$ cat config.mk
export PLATFORM = sky130hd
export DESIGN_NAME = keypad_scanner
export DESIGN_NICKNAME = d
export VERILOG_FILES = /design/src/rtl/keypad_scanner.sv
export SDC_FILE = /design/constraint.sdc
export NUM_CORES = 1
export LEC_CHECK = 0
export ABC_AREA = 1
export CAP_MARGIN = 0
export CELL_PAD_IN_SITES_DETAIL_PLACEMENT = 1
export CELL_PAD_IN_SITES_GLOBAL_PLACEMENT = 2
export CORE_MARGIN = 3
export CORE_UTILIZATION = 35
export CTS_CLUSTER_DIAMETER = 120
export DETAILED_ROUTE_END_ITERATION = 10
export GPL_ROUTABILITY_DRIVEN = 0
export GPL_TIMING_DRIVEN = 0
export PLACE_DENSITY_LB_ADDON = 0.1
export SLEW_MARGIN = 0
export SYNTH_ARGS = -nofsm -noshare
export SYNTH_HDL_FRONTEND = slang
export SYNTH_SLANG_ARGS = --single-unit
$ cat constraint.sdc
create_clock -name clk -period 2 [get_ports clk]
set_clock_uncertainty 0.05 [all_clocks]
set_input_delay 0.4 -clock clk [delete_from_list [all_inputs] [get_ports clk]]
set_output_delay 0.4 -clock clk [all_outputs]
set_load 0.05 [all_outputs]
$ cat src/rtl/keypad_scanner.sv
// Purpose: scans a 4x4 active-low keypad matrix, debounces presses and releases, encodes the key to hex.
// Latency: a stable press raises key_pressed within 4*SCAN_DIV + DEBOUNCE_CYCLES + 3 clk cycles.
// Backpressure: none; key_pressed is a level held for exactly one debounced press.
module keypad_scanner #(
    parameter int SCAN_DIV        = 1000,
    parameter int DEBOUNCE_CYCLES = 100000
) (
    input  logic       clk,
    input  logic       rst,
    input  logic [3:0] row_n,
    output logic [3:0] col_n,
    output logic [3:0] key_value,
    output logic       key_pressed
);

    localparam int DIV_W = $clog2(SCAN_DIV);
    localparam int DB_W  = $clog2(DEBOUNCE_CYCLES);

    localparam logic [DIV_W-1:0] DIV_LAST = DIV_W'(SCAN_DIV - 1);
    localparam logic [DIV_W-1:0] DIV_ONE  = DIV_W'(1);
    localparam logic [DB_W-1:0]  DB_LAST  = DB_W'(DEBOUNCE_CYCLES - 1);
    localparam logic [DB_W-1:0]  DB_ONE   = DB_W'(1);

    localparam logic [1:0] ST_SCAN     = 2'd0;
    localparam logic [1:0] ST_DEBOUNCE = 2'd1;
    localparam logic [1:0] ST_HELD     = 2'd2;
    localparam logic [1:0] ST_RELEASE  = 2'd3;

    // Row synchronizer
    logic [3:0]       r_row_sync1;
    logic [3:0]       r_row_s;

    // Scan / FSM state
    logic [1:0]       r_state;
    logic [1:0]       r_col;
    logic [1:0]       r_row;
    logic [DIV_W-1:0] r_div_cnt;
    logic [DB_W-1:0]  r_db_cnt;

    // Outputs
    logic [3:0]       r_key_value;
    logic             r_key_pressed;

    // Decoded conditions
    logic             w_sample;
    logic             w_any_low;
    logic [1:0]       w_low_row;
    logic             w_row_low;
    logic             w_db_last;
    logic             w_press_done;
    logic             w_release_done;
    logic [3:0]       w_enc;

    // Map (row, column) to the printed key legend; '*' shows as E, '#' as F.
    function automatic logic [3:0] f_enc(input logic [1:0] row, input logic [1:0] col);
        logic [3:0] v;
        case ({row, col})
            4'h0:    v = 4'h1;
            4'h1:    v = 4'h2;
            4'h2:    v = 4'h3;
            4'h3:    v = 4'hA;
            4'h4:    v = 4'h4;
            4'h5:    v = 4'h5;
            4'h6:    v = 4'h6;
            4'h7:    v = 4'hB;
            4'h8:    v = 4'h7;
            4'h9:    v = 4'h8;
            4'hA:    v = 4'h9;
            4'hB:    v = 4'hC;
            4'hC:    v = 4'hE;
            4'hD:    v = 4'h0;
            4'hE:    v = 4'hF;
            default: v = 4'hD;
        endcase
        return v;
    endfunction

    assign w_sample       = (r_div_cnt == DIV_LAST);
    assign w_any_low      = (r_row_s != 4'hF);
    assign w_row_low      = ~r_row_s[r_row];
    assign w_db_last      = (r_db_cnt == DB_LAST);
    assign w_press_done   = (r_state == ST_DEBOUNCE) && w_row_low && w_db_last;
    assign w_release_done = (r_state == ST_RELEASE) && !w_row_low && w_db_last;
    assign w_enc          = f_enc(r_row, r_col);

    // One-cold column drive; the column index only moves while scanning,
    // so the drive stays frozen on the owning key's column otherwise.
    assign col_n       = ~(4'b0001 << r_col);
    assign key_value   = r_key_value;
    assign key_pressed = r_key_pressed;

    // Lowest-index low row wins when several rows are low at the sample point.
    always_comb begin
        w_low_row = 2'd3;
        if (!r_row_s[0]) begin
            w_low_row = 2'd0;
        end else if (!r_row_s[1]) begin
            w_low_row = 2'd1;
        end else if (!r_row_s[2]) begin
            w_low_row = 2'd2;
        end
    end

    // Two-flop synchronizer for the asynchronous row inputs; idle level is all-high.
    always_ff @(posedge clk or posedge rst) begin
        if (rst) begin
            r_row_sync1 <= 4'hF;
            r_row_s     <= 4'hF;
        end else begin
            r_row_sync1 <= row_n;
            r_row_s     <= r_row_sync1;
        end
    end

    // Scan / debounce / hold / release sequencing with its counters.
    always_ff @(posedge clk or posedge rst) begin
        if (rst) begin
            r_state   <= ST_SCAN;
            r_col     <= 2'd0;
            r_row     <= 2'd0;
            r_div_cnt <= '0;
            r_db_cnt  <= '0;
        end else begin
            case (r_state)
                ST_SCAN: begin
                    if (w_sample) begin
                        r_div_cnt <= '0;
                        if (w_any_low) begin
                            // Freeze on this column; the latched row owns the FSM.
                            r_row    <= w_low_row;
                            r_db_cnt <= '0;
                            r_state  <= ST_DEBOUNCE;
                        end else begin
                            r_col <= r_col + 2'd1;
                        end
                    end else begin
                        r_div_cnt <= r_div_cnt + DIV_ONE;
                    end
                end
                ST_DEBOUNCE: begin
                    if (w_row_low) begin
                        if (w_db_last) begin
                            r_state <= ST_HELD;
                        end else begin
                            r_db_cnt <= r_db_cnt + DB_ONE;
                        end
                    end else begin
                        // Bounce: give up on this key and move on.
                        r_state   <= ST_SCAN;
                        r_col     <= r_col + 2'd1;
                        r_div_cnt <= '0;
                    end
                end
                ST_HELD: begin
                    if (!w_row_low) begin
                        r_db_cnt <= '0;
                        r_state  <= ST_RELEASE;
                    end
                end
                ST_RELEASE: begin
                    if (!w_row_low) begin
                        if (w_db_last) begin
                            r_state   <= ST_SCAN;
                            r_col     <= r_col + 2'd1;
                            r_div_cnt <= '0;
                        end else begin
                            r_db_cnt <= r_db_cnt + DB_ONE;
                        end
                    end else begin
                        // Release glitch: key is still down.
                        r_state <= ST_HELD;
                    end
                end
                default: begin
                    r_state <= ST_SCAN;
                end
            endcase
        end
    end

    // Output level: rises when a press completes debounce, falls when its release does.
    always_ff @(posedge clk or posedge rst) begin
        if (rst) begin
            r_key_value   <= 4'h0;
            r_key_pressed <= 1'b0;
        end else begin
            if (w_press_done) begin
                r_key_value   <= w_enc;
                r_key_pressed <= 1'b1;
            end else if (w_release_done) begin
                r_key_pressed <= 1'b0;
            end
        end
    end

endmodule

==> results.cfg <==
[placement]
port_buffers = 14
dpl.cell_count = 472
dp_hpwl_um = 5210
dp_slack_ps = -150

[setup_path]
reg2reg_depth = 11
slowest_delay_ps = 800
worstSetupPathType = flip-flop to primary output
crit_arrival_ps = 1470
crit_required_ps = 1550
path_buf_inv = 1
crit_cells = 1
critPathSlowestCell = clkdlybuf4s50_1
crit_path_end_kind = primary output
cp-start-kind = flip-flop
cp_max_fo = 2
crit_family = buffers and inverters
r2r_slack_ps = 140
worstPathCellList = clkdlybuf4s50_1

[job]
maxCapViolCount = 0

[floorplanning]
die_h_um = 94.6
io_pins = 15
start_util_pct = 36.9
rows = 31
die_area_sq_um = 8950
die_w_um = 94.6
core-area_sq_um = 7450

[detailed_routing]
viasPerCell = 4.87
drtAntennaViolNets = 0
via_count = 2379
drt_iter0_markers = 51
post-route-drc-count = 0
dr.pass1.iters = 4
wirelength_um = 6880
post_drt_wl_per_cell_um = 14.1

[clock_tree]
clkSinkCount = 46
clockBufferDepth = 2
clock_latency_ps = 300
cts_tree = yes
clk_pin_slew_worst_paths_ps = 90
cts_max_level = 2
cts_root_buffer = clkbuf_8
numCtsBuffers = 5
ctsHoldBuffers = 0

[yosys]
syn-num-nets = 372
synth_cell_types = 33
syn_avg_cell_area_sq_um = 7.67
yosysSeqAreaShare_pct = 42.3
postSynthCellCount = 358
yosys_warnings = 0
syn_area_sq_um = 2750
synth-edff-count = 0
ys_ff_latch = 46
async_reset_ff_share_pct = 100
synth_ff_type = dfrtp_1

[timing]
fin_crit_sh_pct = 95.8
hold_slack_ps = 293
fin_ws_ps = 83.5
setup_tns_ps = 0
tightest_slew_ps = 497
final-hold-violation-count = 0
timing.fmax_ghz = 0.522
maxSlewHeadroom_pct = 66.6
rsz0062_at_grt = true
slew_violations = 0
setup_violations = 0
fin_crit_ps = 1920

[outcome]
status = finished, final reports clean

[cells_and_area]
fin_cells = 489
drive_gt1_share_pct = 19.0
finish.utilization_pct = 43.5
diodes = 0
nets = 403
areaGrowthSynthToFinish_pct = 17.8

[global_routing]
grt_max_degree = 37
grt_pass1_vias = 2361
grt_pass1_wl_um = 11400
antenna_found_initial = 0
gr-total-overflow = 0
grt.total_usage_pct = 16.3

[power_and_ir_drop]
powerDensity_nw_per_um2 = 527
ir_drop_mv = 0.241
p_leak_nw = 1.42

[hold_path]
hold_path.class = primary input to async pin
## flip-flops by register name, indices dropped and copies added (netlist names), named ones only
signal,count
r_db_cnt,17
r_div_cnt,10
key_value,4
r_row_s,4
r_row_sync1,4
r_col,2
r_row,2
key_pressed,1
r_state,1
## power breakdown
part	switching, mW	internal (mW)	total (mW)
Combinational	0.0261	0.0154	0.0414
Sequential	0.00423	0.944	0.948
Clock	0.342	0.372	0.714
Total	0.373	1.33	1.70
## cell usage after synthesis (7+ instances only)
master	number	share of area [%]
dfrtp_1	38	35
dfstp_2	8	7.7
ha_1	8	3.6
inv_1	33	4.5
nand2_1	92	13
nand2_2	11	2.5
nand3_1	23	4.2
nand4_1	9	2.0
nor2_1	49	6.7
nor3_1	7	1.3
o21ai_0	17	3.1
o21ai_1	8	1.5
o21ai_2	9	2.9
xor2_1	14	4.5
## layer usage
metal | share of wire (%) | track usage, % | routed length, um
met1 | 47 | 20.9 | 3250
met2 | 50 | 28.2 | 3450
met3 | 1.5 | 2.87 | 105
met4 | 0.97 | 4.45 | 67
met5 | 0 | 0 | 0
## cell type report
type | count | area [sq um]
buffer | 7 | 51.3
clock buffer | 5 | 68.8
clock inverter | 3 | 45.0
fill | 952 | 4210
inverter | 38 | 148
multi-input combinational | 267 | 1410
sequential | 46 | 1160
tap | 99 | 124
timing repair buffer | 23 | 225
timing repair inverter | 1 | 5.00
## per-stage QoR
| stage | total power, mW | cell area (sq um) |
|---|---|---|
| after CTS | 1.74 | 3150 |
| after floorplan | 0.985 | 2750 |
| after detailed placement | 1.01 | 3030 |
| after global routing | 1.78 | 3240 |
| after global placement | 1.00 | 3010 |
| final | 1.70 | 3240 |
## cells by family after synthesis
logic type / synth area share (%)
compound gates: 9.65
xor+xnor: 4.78
fa+ha+maj: 3.64
buf+inv: 7.06
flops: 42.3
simple gates: 32.6
## cells in the final DEF, fill, tap and decap left out, types with 3 or more instances in the layout
cell type and n:
dfrtp_1 35, ha_1 6, xor2_1 14, nand3b_1 3
nand2_1 92, buf_2 4, clkdlybuf4s50_1 10, buf_4 9
o21ai_0 17, a21oi_1 3, dfstp_2 8, nand3_1 23
clkbuf_8 5, nand4_1 9, nor2_1 49, nand2_2 11
inv_2 3, inv_1 32, nor3_1 7, o21ai_1 8
dfrtp_2 3, o21ai_2 8
## timing repair
action	in CTS	in global routing
gates cloned	0	1
setup endpoints to repair	4	32
resized for setup	13	12
buffers inserted	0	8
pin swaps	0	2
endpoints found under the hold margin	0	0
## path summary, 6_finish.rpt
kind | start | end
worst max-delay path | key_pressed | key_pressed
worst min register to register | r_row_sync1[3] | r_row_s[3]
worst min-delay path | rst | r_db_cnt[7]
worst max register to register | r_db_cnt[1] | r_div_cnt[2]
min in group clk | r_row_sync1[3] | r_row_s[3]
max in group asynchronous | rst | r_row_s[0]
No activity file was read; power rests on OpenSTA's default activity.
